`src/rtl/vmx_chain_feeder_if.sv`:
```
// Command, input-word and PE-chain feed signals of vmx_chain_feeder.
// master = command/word producer side, slave = the feeder itself.
interface vmx_chain_feeder_if #(
    parameter int unsigned VECTOR_BITLEN = 16,
    parameter int unsigned LEN_BITLEN    = 16
);
    // Command channel
    logic                     cmd_valid;
    logic                     cmd_ready;
    logic                     cmd_op;
    logic [LEN_BITLEN-1:0]    cmd_len;
    logic                     cmd_simd;

    // Input word channel
    logic [VECTOR_BITLEN-1:0] s_data;
    logic                     s_valid;
    logic                     s_ready;

    // Feed into the first PE plus status
    logic                     simd_mode;
    logic [7:0]               is_weight;
    logic [VECTOR_BITLEN-1:0] data;
    logic                     data_valid;
    logic                     busy;
    logic                     done;

    modport master (
        output cmd_valid, cmd_op, cmd_len, cmd_simd, s_data, s_valid,
        input  cmd_ready, s_ready, simd_mode, is_weight, data, data_valid, busy, done
    );

    modport slave (
        input  cmd_valid, cmd_op, cmd_len, cmd_simd, s_data, s_valid,
        output cmd_ready, s_ready, simd_mode, is_weight, data, data_valid, busy, done
    );
endinterface

```
`src/rtl/vmx_chain_feeder.sv`:
```
// Feeds weights (tagged 8'h80+k for PE k) or vector words into a PE chain,
// then flushes N_PE bubble cycles so the last token reaches the chain end.
module vmx_chain_feeder #(
    parameter int unsigned VECTOR_BITLEN = 16,
    parameter int unsigned N_PE          = 8,
    parameter int unsigned LEN_BITLEN    = 16
) (
    input  logic                clk,
    input  logic                rst_n,
    vmx_chain_feeder_if.slave   bus
);

    localparam int unsigned IDX_W = (N_PE > 1) ? $clog2(N_PE) : 1;
    localparam logic [IDX_W-1:0] LAST_IDX = IDX_W'(N_PE - 1);
    localparam logic [7:0] TOK_WEIGHT = 8'h80;
    localparam logic [7:0] TOK_BUBBLE = 8'h00;

    typedef enum logic [1:0] {
        ST_IDLE,
        ST_LOAD,
        ST_STREAM,
        ST_FLUSH
    } state_t;

    state_t                   state_q, state_d;
    logic [IDX_W-1:0]         k_q, k_d;
    logic [LEN_BITLEN-1:0]    len_q, len_d;
    logic [IDX_W-1:0]         flush_q, flush_d;

    logic                     cmd_ready_q, cmd_ready_d;
    logic                     s_ready_q, s_ready_d;
    logic                     busy_q, busy_d;
    logic                     done_q, done_d;
    logic                     simd_mode_q, simd_mode_d;
    logic [7:0]               is_weight_q, is_weight_d;
    logic [VECTOR_BITLEN-1:0] data_q, data_d;
    logic                     data_valid_q, data_valid_d;

    logic                     cmd_acc;
    logic                     s_acc;

    // Handshakes qualify against the registered ready flags the producer sees
    assign cmd_acc = bus.cmd_valid && cmd_ready_q;
    assign s_acc   = bus.s_valid && s_ready_q;

    always_ff @(posedge clk or negedge rst_n) begin
        if (!rst_n) begin
            state_q      <= ST_IDLE;
            k_q          <= '0;
            len_q        <= '0;
            flush_q      <= '0;
            cmd_ready_q  <= 1'b1;
            s_ready_q    <= 1'b0;
            busy_q       <= 1'b0;
            done_q       <= 1'b0;
            simd_mode_q  <= 1'b0;
            is_weight_q  <= TOK_BUBBLE;
            data_q       <= '0;
            data_valid_q <= 1'b0;
        end else begin
            state_q      <= state_d;
            k_q          <= k_d;
            len_q        <= len_d;
            flush_q      <= flush_d;
            cmd_ready_q  <= cmd_ready_d;
            s_ready_q    <= s_ready_d;
            busy_q       <= busy_d;
            done_q       <= done_d;
            simd_mode_q  <= simd_mode_d;
            is_weight_q  <= is_weight_d;
            data_q       <= data_d;
            data_valid_q <= data_valid_d;
        end
    end

    // Next state, counters and the next word presented to the chain
    always_comb begin
        state_d      = state_q;
        k_d          = k_q;
        len_d        = len_q;
        flush_d      = flush_q;
        simd_mode_d  = simd_mode_q;
        is_weight_d  = TOK_BUBBLE;
        data_d       = '0;
        data_valid_d = 1'b0;

        unique case (state_q)
            ST_IDLE: begin
                if (cmd_acc) begin
                    simd_mode_d = bus.cmd_simd;
                    k_d         = '0;
                    flush_d     = '0;
                    if (!bus.cmd_op) begin
                        state_d = ST_LOAD;
                    end else if (bus.cmd_len != '0) begin
                        state_d = ST_STREAM;
                        len_d   = bus.cmd_len;
                    end else begin
                        state_d = ST_FLUSH;
                    end
                end
            end

            ST_LOAD: begin
                if (s_acc) begin
                    is_weight_d = TOK_WEIGHT + 8'(k_q);
                    data_d      = bus.s_data;
                    if (k_q == LAST_IDX) begin
                        state_d = ST_FLUSH;
                        k_d     = '0;
                        flush_d = '0;
                    end else begin
                        k_d = k_q + 1'b1;
                    end
                end
            end

            ST_STREAM: begin
                if (s_acc) begin
                    data_d       = bus.s_data;
                    data_valid_d = 1'b1;
                    len_d        = len_q - 1'b1;
                    if (len_q == LEN_BITLEN'(1)) begin
                        state_d = ST_FLUSH;
                        flush_d = '0;
                    end
                end
            end

            ST_FLUSH: begin
                if (flush_q == LAST_IDX) begin
                    state_d = ST_IDLE;
                    flush_d = '0;
                end else begin
                    flush_d = flush_q + 1'b1;
                end
            end

            default: begin
                state_d = ST_IDLE;
            end
        endcase

        // Status flags are registered views of the state being entered
        cmd_ready_d = (state_d == ST_IDLE);
        s_ready_d   = (state_d == ST_LOAD) || (state_d == ST_STREAM);
        busy_d      = (state_d != ST_IDLE);
        done_d      = (state_d == ST_FLUSH) && (flush_d == LAST_IDX);
    end

    assign bus.cmd_ready  = cmd_ready_q;
    assign bus.s_ready    = s_ready_q;
    assign bus.busy       = busy_q;
    assign bus.done       = done_q;
    assign bus.simd_mode  = simd_mode_q;
    assign bus.is_weight  = is_weight_q;
    assign bus.data       = data_q;
    assign bus.data_valid = data_valid_q;

endmodule

```
`src/flat_wrapper.sv`:
```
// flat-port wrapper written by rule: the top's interface ports become plain ports
module vmx_chain_feeder_flat 
#(
    parameter int unsigned VECTOR_BITLEN = 16,
    parameter int unsigned N_PE          = 8,
    parameter int unsigned LEN_BITLEN    = 16
)
  (clk, rst_n, bus_cmd_valid, bus_cmd_op, bus_cmd_len, bus_cmd_simd, bus_s_data, bus_s_valid, bus_cmd_ready, bus_s_ready, bus_simd_mode, bus_is_weight, bus_data, bus_data_valid, bus_busy, bus_done);
  vmx_chain_feeder_if #(.VECTOR_BITLEN(VECTOR_BITLEN), .LEN_BITLEN(LEN_BITLEN)) bus_i ();
  input  logic clk;
  input  logic rst_n;
  input wire logic [$bits(bus_i.cmd_valid)-1:0] bus_cmd_valid;
  input wire logic [$bits(bus_i.cmd_op)-1:0] bus_cmd_op;
  input wire logic [$bits(bus_i.cmd_len)-1:0] bus_cmd_len;
  input wire logic [$bits(bus_i.cmd_simd)-1:0] bus_cmd_simd;
  input wire logic [$bits(bus_i.s_data)-1:0] bus_s_data;
  input wire logic [$bits(bus_i.s_valid)-1:0] bus_s_valid;
  output wire logic [$bits(bus_i.cmd_ready)-1:0] bus_cmd_ready;
  output wire logic [$bits(bus_i.s_ready)-1:0] bus_s_ready;
  output wire logic [$bits(bus_i.simd_mode)-1:0] bus_simd_mode;
  output wire logic [$bits(bus_i.is_weight)-1:0] bus_is_weight;
  output wire logic [$bits(bus_i.data)-1:0] bus_data;
  output wire logic [$bits(bus_i.data_valid)-1:0] bus_data_valid;
  output wire logic [$bits(bus_i.busy)-1:0] bus_busy;
  output wire logic [$bits(bus_i.done)-1:0] bus_done;
  assign bus_i.cmd_valid = bus_cmd_valid;
  assign bus_i.cmd_op = bus_cmd_op;
  assign bus_i.cmd_len = bus_cmd_len;
  assign bus_i.cmd_simd = bus_cmd_simd;
  assign bus_i.s_data = bus_s_data;
  assign bus_i.s_valid = bus_s_valid;
  assign bus_cmd_ready = bus_i.cmd_ready;
  assign bus_s_ready = bus_i.s_ready;
  assign bus_simd_mode = bus_i.simd_mode;
  assign bus_is_weight = bus_i.is_weight;
  assign bus_data = bus_i.data;
  assign bus_data_valid = bus_i.data_valid;
  assign bus_busy = bus_i.busy;
  assign bus_done = bus_i.done;
  vmx_chain_feeder #(.VECTOR_BITLEN(VECTOR_BITLEN), .N_PE(N_PE), .LEN_BITLEN(LEN_BITLEN)) u_core (.clk(clk), .rst_n(rst_n), .bus(bus_i));
endmodule
```
`config.mk`:
```
export PLATFORM = sky130hd
export DESIGN_NAME = vmx_chain_feeder_flat
export DESIGN_NICKNAME = d
export VERILOG_FILES = /design/src/rtl/vmx_chain_feeder_if.sv /design/src/rtl/vmx_chain_feeder.sv /design/src/flat_wrapper.sv
export SDC_FILE = /design/constraint.sdc
export NUM_CORES = 1
export LEC_CHECK = 0
export CAP_MARGIN = 20
export CORE_AREA = 3 3 77 79
export DETAILED_ROUTE_END_ITERATION = 7
export DIE_AREA = 0 0 80 82
export GPL_TIMING_DRIVEN = 0
export PLACE_DENSITY = 0.76
export SYNTH_ARGS = -nofsm -noshare
export SYNTH_HDL_FRONTEND = slang
export SYNTH_SLANG_ARGS = --single-unit
```
`constraint.sdc`:
```
create_clock -name clk -period 3 [get_ports clk]
set_clock_uncertainty 0.1 [all_clocks]
set_input_delay 0.75 -clock clk [delete_from_list [all_inputs] [get_ports clk]]
set_output_delay 0.75 -clock clk [all_outputs]
set_load 0.01 [all_outputs]
```
# == Word-level counts from Yosys, hierarchy flattened ==
# Cells that the tools add are included.
# totals
reg_bits,54
latch_bits,0
ram_bits,0
mem_bits_ro,0
memories,0
# classes
n_addsub,4
multipliers,0
n_div,0
n_lt_le_gt_ge,0
n_eq_ne,15
n_shift,0
muxes,31
n_bitwise,0
n_reduce_logical,14
# op_table
op,count
$mux 16,6
$pmux 16 s2,1
$mux 3,9
$eq 16x1->1 const B,1
$mux 8,2
$reduce_bool 16->1,1
$sub 16x1->16 const B,1
$mux 2,7
$pmux 3 s4,1
$eq 3x3->1 const B,3
$add 8x3->8 const A,1
$eq 2x2->1 const B,4
$ne 2x1->1 const B,4
$pmux 2 s4,1
$add 3x1->3 const B,2
$pmux 3 s2,1
$reduce_bool 2->1,3
$reduce_and 5->1,1
$eq 2x1->1 const B,2
$logic_not 2->1,2
$logic_and 1x1->1,3
$mux 1,3
$reduce_and 3->1,1
$ne 2x2->1 const B,1
other kinds (3),3

# == Longest topological paths before layout ==
# Gate-level depths: netlist (run 1).
# depth
word_depth,7
depth_mapped,12
depth_no_buf,11

# == Worst setup path before layout (run 1) ==
# Ideal clock, no wire load.
# synth_path
path_type,input to register
from,input port bus_cmd_len[14]
to,register u_core.len_q[15]
setup_time_ns,0.121
arrival_time_ns,1.960
t_required_ns,2.779
slack_ns,0.819
path_stages,6
path_buffers,1
path_cell_list,nor4_1 > nand4_1 > a31oi_1 > clkbuf_1 > a21oi_1 > o22a_1
# synth_via
elab_chain_len,3
# synth_lines
element,line,text
start: declaration,flat_wrapper.sv:14,input wire logic [$bits(bus_i.cmd_len)-1:0] bus_cmd_len;
$reduce_bool 16->1,vmx_chain_feeder.sv:95,end else if (bus.cmd_len != '0) begin
$ne 2x1->1 (no source line),n/a,
$reduce_and 5->1 (no source line),n/a,
end signal: assignment,vmx_chain_feeder.sv:63,len_q <= len_d;
end: declaration,vmx_chain_feeder.sv:27,"logic [LEN_BITLEN-1:0] len_q, len_d;"
# No other way between the ends.
# A chain may end at the register's enable or synchronous reset.

# == Worst setup path in the final report (run 1) ==
# layout_path
from,input port bus_cmd_len[6]
to,register u_core.len_q[15]
# Same word-level chain as after synthesis.

==> metrics.cfg, run 1 <==
[run_status]
run_status=completed

[critical_path]
crit_chain=clkdlybuf4s50_1, nor4_1, nand4_1, a31oi_2, clkbuf_1, a21oi_1, o22a_1
worstPathArrival_ns=2.88
critPathMaxFanout=10
critPathRequiredTime_ns=3.10
cp-start-kind=primary input
critPathTopFamily=buffers and inverters
slowest_stage=clkdlybuf4s50_1
critPathKind=primary input to register
crit_path_max_incr_delay_ns=0.42
critPathBufInv=2
crit_path_end_kind=register

[final_layout]
syn_to_final_growth_pct=33.8
antenna_cells=0
drive_gt1_share_pct=7.44
nets=386
multiInputGateArea_um2=1180
ff_latch_area_um2=1250
finish.instance_area_um2=3420
final.fill_count=470
final_cells=408

[synth]
syn-cell-area_um2=2550
synth_top_flop_cell=dfrtp_1
synth.avg_cell_area_um2=9.78
synth_common_cells=49 x dfrtp_1, 26 x o21ai_0, 22 x and2_1
async_flop_share_pct=100
synth-edff-count=0
yosysTopAreaCell=dfrtp_1
ys_warn_count=0
synth_top_area_share_pct=48.0
ys_top_cells_by_area=dfrtp_1 48%, ha_1 6.4%, and2_1 5.4%
yosys_register_bits=50
seq_area_frac_synth_pct=49.1
synth.most_common_cell=dfrtp_1
netlist-cell-type-count=42
synthCells=261

[cts]
htree_levels=2
cts_tree=done
clockRootBuffer=clkbuf_8
clk_pin_slew_worst_paths_ns=0.09
post_cts_buffers=0
cts_sinks=50
clk-insertion-delay-late_ns=0.30
ctsResizeCount=0
cts_buffers=5
hold_buffers=0
ctsLongestPathBuffers=2

[floorplan]
dieArea_um2=6560
ioPinCount=68
die_w_um=80
initial_utilization_pct=47.2
rows=27
core_area_um2=5410
die_h_um=82

[sta]
fin_crit_sh_pct=92.8
slew_viol_final=0
hold_viol_final=0
period_needed_ns=2.78
rsz0062_at_grt=false
worst_slew_pin_slew_ns=0.601
slew_headroom_pct=58.9
final-setup-viol-count=0
tns_ns=0
fmax_mhz=359
finalWorstSetupSlack_ns=0.215

[routing]
wl_per_cell_um=14.9
dr.pass1.iters=4
drt-initial-drc-count=228
vias=2204
vias_per_cell=5.40
routed_wirelength_um=6100
ant_nets=0
drc=0

[min_path]
min_path_type=primary input to async pin

[placed_design]
dpl.cell_count=400
hpwl_um=4480
finalWeightedCongestion=0.908
placed_area_um2=3300
place_ws_ns=-0.214
portBuffers=63

[pwr]
power_density_nw_per_um2=833
p_leak_nw=1.55
p_total_mw=2.85
peakVddDrop_mv=0.528

[job]
maxCapViolations=0

[grt]
grt_start_max_net_pins=28
grt_overflow=0
grt_pass1_vias=2138
antenna_found_initial=0
grt_pass1_wl_um=10100
grt_usage_pct=19.7

==> flip-flops by register name (all words and copies together) (netlist names), 2 cells and up <==
register	count
u_core.bus.is_weight	4
u_core.bus.data	16
u_core.k_q	3
u_core.flush_q	3
u_core.len_q	16
u_core.state_q	2
==> power by group <==
| part | total, mW | switching (mW) | leakage (nW) | internal [mW] |
|---|---|---|---|---|
| clock network | 0.470 | 0.221 | 0.0514 | 0.249 |
| registers | 1.10 | 0.198 | 0.647 | 0.899 |
| logic | 1.28 | 0.705 | 0.854 | 0.574 |
| total | 2.85 | 1.12 | 1.55 | 1.72 |
==> final cells by class <==
cell class | count | area share [%]
buffer | 17 | 2.34
clock buffer | 6 | 2.12
clock inverter | 2 | 1.10
inverter | 14 | 1.54
multi-input combinational | 183 | 34.7
sequential | 50 | 36.7
tap | 72 | 2.64
timing repair buffer | 64 | 18.9
==> layer usage <==
| metal | GRT usage (%) | share of wire [%] |
|---|---|---|
| met5 | 0 | 0 |
| met4 | 5.74 | 0.61 |
| met3 | 4.61 | 8.3 |
| met2 | 33.8 | 49 |
| met1 | 24.8 | 42 |
==> final timing paths <==
path,start,endpoint,slack (ns),depth (start not counted)
setup reg to reg,u_core.state_q[0],u_core.len_q[15],0.47,9
min in group clk,u_core.k_q[1],u_core.bus.is_weight[1],0.42,1
setup / recovery,bus_cmd_len[6],u_core.len_q[15],0.22,7
hold / removal,rst_n,u_core.bus.data[12],0.35,1
max in group asynchronous,rst_n,u_core.flush_q[2],1.92,2
hold reg to reg,u_core.k_q[1],u_core.bus.is_weight[1],0.42,1
==> cells by family after synthesis <==
group / Yosys count / share of synthesized area [%]
and+or+nand+nor: 89 / 20.4
AOI/OAI and AO/OA: 74 / 17.5
DFF: 50 / 49.1
buffers and inverters: 31 / 5.20
adders and majority gates: 13 / 6.37
muxes: 3 / 1.27
other: 1 / 0.147
==> through the flow <==
stage	util [%]	hold slack (ns)
6_report	63.2	0.347
5_1_grt	63.2	0.380
4_1_cts	63.1	0.362
3_5_place_dp	61.0	0.404
3_3_place_gp	60.8	0.404
2_1_floorplan	-	0.354
==> cells in the final DEF, fill, tap and decap left out, types with 3 or more instances in the layout <==
master           Yosys  layout
inv_1               13      13
dfrtp_1             49      49
clkbuf_1            12      13
nor2b_1              4       4
ha_1                13      13
a21o_1               4       4
clkbuf_8             0       5
buf_4                4       4
nand2_1             11      11
nand3_1              3       3
a21oi_1             21      21
conb_1               1       4
and2_1              22      22
o21ai_0             26      26
a31oi_1              8       7
nor4_1               4       4
nor2_1              15      15
o22a_1               6       6
nor3_1               6       6
and3_1               8       8
clkdlybuf4s50_1      0      62
==> worst register-to-register path, cell delays in order, from the launching register on <==
cell and delay, ns:
dfrtp_1 0.44, inv_1 0.13, ha_1 0.15, buf_2 0.16
clkinv_1 0.24, a21o_1 0.24, a31oi_2 0.29, clkbuf_1 0.38
a21oi_1 0.09, o22a_1 0.21
Power figures use the tool's default switching activity.
==> inputs of run 2 (changes only) <==
Settings changed: SLEW_MARGIN set to 30.
==> metrics.cfg, run 2 (synthesized netlist as in run 1, its figures left out) <==
[grt]
grt_usage_pct=19.4
grt_overflow=0
antenna_found_initial=0
grt_pass1_vias=2118
grt_start_max_net_pins=51
grt_pass1_wl_um=9980

[sta]
holdWs_ns=0.356
hold_viol_final=0
final-setup-viol-count=0
slew_viol_final=0
fmax_mhz=356
tns_ns=0
fin_crit_sh_pct=93.5
period_needed_ns=2.81
slew_headroom_pct=57.9
worst_slew_pin_slew_ns=0.632
rsz0062_at_grt=false

[cts]
cts_buffers=5
clk_pin_slew_worst_paths_ns=0.09
ctsLongestPathBuffers=2
ctsResizeCount=0
cts_sinks=50
post_cts_buffers=0
htree_levels=2
clk-insertion-delay-late_ns=0.30
clockRootBuffer=clkbuf_8
hold_buffers=0
cts_tree=done

[final_layout]
final.fill_count=463
layout_commonest_cell=clkdlybuf4s50_1
final_cell_mix=62 x clkdlybuf4s50_1, 49 x dfrtp_1, 26 x o21ai_0, 22 x and2_1, 21 x a21oi_1
final_util_pct=62.9
nets=385
multiInputGateArea_um2=1180
drive_gt1_share_pct=7.16
ff_latch_area_um2=1250
syn_to_final_growth_pct=33.1
antenna_cells=0
final_cells=407

[pwr]
power.share.sequential_pct=38.6
power_density_nw_per_um2=832
switching_share_pct=39.3
p_total_mw=2.83
clkPwrFrac_pct=16.6
p_leak_nw=1.54
peakVddDrop_mv=0.506
p_switching_mw=1.11
p_comb_share_pct=44.8
p_int_mw=1.72

[placed_design]
dpl.cell_count=399
hpwl_um=4440
portBuffers=63
finalWeightedCongestion=0.908

[critical_path]
slowest_stage=clkdlybuf4s50_1
crit_chain=clkdlybuf4s50_1, nor4_1, nand4_1, a31oi_2, clkbuf_1, a21oi_1, o22a_1
crit_path_end_kind=register
critPathMaxFanout=10
r2r_slack_ns=0.48
crit-reg2reg-launch=u_core.state_q[0]
crit_path_max_incr_delay_ns=0.44
reg2reg_to=u_core.len_q[14]
critPathRequiredTime_ns=3.08
cp-start-kind=primary input
reg2regPathDepth=9
critPathKind=primary input to register
worstPathArrival_ns=2.89

[routing]
drc=0
vias=2202
dr.pass1.iters=5
wl_per_cell_um=14.9
drt-initial-drc-count=208
routed_wirelength_um=6050
ant_nets=0
vias_per_cell=5.41

[floorplan]
dieArea_um2=6560
rows=27
initial_utilization_pct=47.2
die_h_um=82
ioPinCount=68
core_area_um2=5410
die_w_um=80

[run_status]
run_status=completed

[min_path]
min_path_type=primary input to async pin

[job]
maxCapViolations=0

run 2: changes by cell type in the layout (fill, tap and decap cells not counted):
| cell | previous run | this run |
|---|---|---|
| buf_2 | 2 | 1 |
| buf_4 | 4 | 5 |
| buf_12 | 1 | 0 |
run 2: worst max-delay path by stage:
stage | cells after the start | end | start | slack [ns]
3_3_place_gp | 1 | u_core.bus.busy | rst_n | -0.39
5_1_grt | 7 | u_core.len_q[6] | bus_cmd_len[11] | 0.07
4_1_cts | 7 | u_core.len_q[15] | bus_cmd_len[11] | 0.09
2_1_floorplan | 6 | u_core.len_q[15] | bus_cmd_len[14] | 0.82
6_report | 7 | u_core.len_q[14] | bus_cmd_len[11] | 0.19
3_5_place_dp | 7 | u_core.len_q[15] | bus_cmd_len[11] | -0.23
run 2: final cells by class:
class	instances	area share [%]
clock inverter	2	1.10
clock buffer	6	2.14
sequential	50	36.9
buffer	17	2.36
multi-input combinational	183	34.9
timing repair buffer	63	18.5
inverter	14	1.55
tap	72	2.65
run 2: power by group through the flow:
| stage | registers (mW) | clock network (mW) | logic (mW) |
|---|---|---|---|
| 2_1_floorplan | 1.10 | 0 | 0.789 |
| 3_3_place_gp | 1.09 | 0 | 1.24 |
| 3_5_place_dp | 1.10 | 0 | 1.26 |
| 4_1_cts | 1.09 | 0.484 | 1.27 |
| 5_1_grt | 1.12 | 0.512 | 1.43 |
| 6_report | 1.09 | 0.470 | 1.27 |
run 2: per-layer routing:
| metal | wire length, um | track usage [%] | up-vias |
|---|---|---|---|
| met5 | 0 | 0 | - |
| met2 | 2960 | 31.9 | 87 |
| met4 | 44 | 6.25 | 0 |
| met3 | 426 | 4.71 | 6 |
| li1 | - | - | 1059 |
| met1 | 2620 | 25.4 | 1050 |
run 2: per-stage QoR:
stage               cell area, um2  setup WS [ns]
floorplan                     2560          0.819
global placement              3280         -0.391
detailed placement            3280         -0.227
CTS                           3390         0.0909
global route                  3400         0.0748
finish                        3400          0.194
run 2: critical path, delay by kind of cell:
kind            cells  cell delay [ns]
buf+inv             2             0.83
compound gates      3             0.64
simple gates        2             0.66
==> inputs of run 3 (changes only) <==
Settings changed: ABC_AREA set to 1, CORE_AREA 3 3 77 79 to 3 3 80 82, DIE_AREA 0 0 80 82 to 0 0 83 85.
==> metrics.cfg, run 3 <==
[sta]
fin_crit_sh_pct=81.9
fmax_mhz=407
slew_viol_final=0
finalWorstSetupSlack_ns=0.544
final-setup-viol-count=0
hold_viol_final=0
rsz0062_at_grt=false
period_needed_ns=2.46

[cts]
post_cts_buffers=0
clockRootBuffer=clkbuf_8
ctsLongestPathBuffers=2
hold_buffers=0
cts_sinks=50
clk-insertion-delay-late_ns=0.31
htree_levels=2
cts_tree=done
cts_buffers=5
ctsResizeCount=0
clk_pin_slew_worst_paths_ns=0.10

[floorplan]
die_w_um=83
core_area_um2=5820
ioPinCount=68
dieArea_um2=7060
initial_utilization_pct=48.5
die_h_um=85
rows=28

[placed_design]
portBuffers=63
place_ws_ns=0.245
hpwl_um=4990
finalWeightedCongestion=0.910

[pwr]
p_switching_mw=1.46
peakVddDrop_mv=0.562
p_leak_nw=1.82
switching_share_pct=45.3
power.share.sequential_pct=32.9
p_int_mw=1.76
p_total_mw=3.22
p_comb_share_pct=53.8
clkPwrFrac_pct=13.3
power_density_nw_per_um2=878

[grt]
grt_pass1_vias=2431
grt_pass1_wl_um=11300
grt_start_max_net_pins=38
antenna_found_initial=0
grt_usage_pct=19.7
grt_overflow=0

[final_layout]
nets=483
layout_commonest_cell=nand2_1
final_util_pct=63.0
ff_latch_area_um2=1250
multiInputGateArea_um2=1280
antenna_cells=0
drive_gt1_share_pct=12.7
final.fill_count=548
final_cell_mix=93 x nand2_1, 62 x clkdlybuf4s50_1, 52 x inv_1, 49 x dfrtp_1, 45 x nor2_1
syn_to_final_growth_pct=30.1

[critical_path]
critPathRequiredTime_ns=3.09
critPathKind=primary input to register
critPathMaxFanout=3
crit_path_end_kind=register
cp-start-kind=primary input
worstPathArrival_ns=2.55

[synth]
synth-edff-count=0
synth.avg_cell_area_um2=7.87
synth_top_flop_cell=dfrtp_1
synth_common_cells=93 x nand2_1, 52 x inv_1, 49 x dfrtp_1
synthCells=358
async_flop_share_pct=100
netlist-cell-type-count=35
yosys_register_bits=50
syn-cell-area_um2=2820
synth_top_area_share_pct=43.5
seq_area_frac_synth_pct=44.4
synth.most_common_cell=nand2_1
ys_top_cells_by_area=dfrtp_1 44%, nand2_1 12%, inv_1 6.9%
ys_warn_count=0
yosysTopAreaCell=dfrtp_1

[routing]
routed_wirelength_um=6500
ant_nets=0
wl_per_cell_um=12.8
vias=2462
vias_per_cell=4.85
drc=0
dr.pass1.iters=4
drt-initial-drc-count=158

[min_path]
min_path_type=primary input to async pin

[job]
maxCapViolations=0

[run_status]
run_status=completed

run 3: cell types whose count changed after synthesis, sizes merged, moves of 6 or more:
cell    before  now
a21oi       21    6
nor2        15   53
and3         8    0
a31oi        8    1
o21ai       26   33
nand3        3   20
and2        22    0
inv         13   54
clkbuf      12    2
nand2       12  102
o22a         6    0
run 3: kinds of logic (layout without fill, tap and decap cells):
family	after synthesis	in the layout	synth area share, %
xor gates and xnor gates	2	2	0.622
AOI/OAI and AO/OA	44	44	9.77
DFF	50	50	44.4
and+or+nand+nor	183	183	28.7
adders and majority gates	13	13	5.77
other	1	4	0.133
buffers and inverters	65	137	10.6
run 3: path summary, 6_finish.rpt:
kind | end | slack, ns | start | depth (start not counted)
worst max-delay path | u_core.bus.s_ready | 0.54 | bus_cmd_len[0] | 10
worst min-delay path | u_core.len_q[5] | 0.18 | rst_n | 1
worst max register to register | u_core.bus.s_ready | 0.75 | u_core.state_q[0] | 10
worst min register to register | u_core.bus.simd_mode | 0.42 | u_core.bus.simd_mode | 2
max in group asynchronous | u_core.bus.cmd_ready | 2.09 | rst_n | 2
min in group clk | u_core.bus.simd_mode | 0.42 | u_core.bus.simd_mode | 2
run 3: stage by stage:
step	instances	instance area (um2)	hold WS [ns]	TNS [ns]
final	508	3670	0.175	0
after global routing	508	3670	0.182	0
after CTS	508	3670	0.177	0
after detailed placement	500	3570	0.394	0
after global placement	499	3550	0.402	-22.13
after floorplan	361	2830	0.354	0
run 3: layout make-up:
cell class / instances / area share (%)
inverter: 54 / 5.67
clock inverter: 3 / 0.717
clock buffer: 5 / 1.88
buffer: 11 / 2.46
sequential: 50 / 34.2
multi-input combinational: 246 / 34.9
tap: 75 / 2.56
timing repair buffer: 64 / 17.7
run 3: routing by layer:
layer / share of wire, % / GRT usage, % / up-vias / routed length [um]
met2: 46 / 32.3 / 78 / 2990
met1: 44 / 25.9 / 1120 / 2860
li1: - / - / 1256 / -
met4: 1.2 / 4.75 / 0 / 79
met3: 8.7 / 5.83 / 8 / 563
met5: 0 / 0 / - / 0
run 3: power groups by stage:
stage               Combinational [mW]  Clock [mW]  Sequential, mW
floorplan                         1.19           0            1.08
global placement                  1.70           0            1.06
detailed placement                1.74           0            1.07
CTS                               1.75       0.444            1.06
global route                      1.97       0.471            1.08
finish                            1.73       0.427            1.06
run 3: critical path, cell delays in order:
cell	delay (ns)
clkdlybuf4s50_1	0.45
nor2_1	0.10
nand3_1	0.12
nor2_1	0.17
nand3_1	0.15
nand2_1	0.09
nand2_1	0.05
a31oi_1	0.29
inv_1	0.08
ha_1	0.29
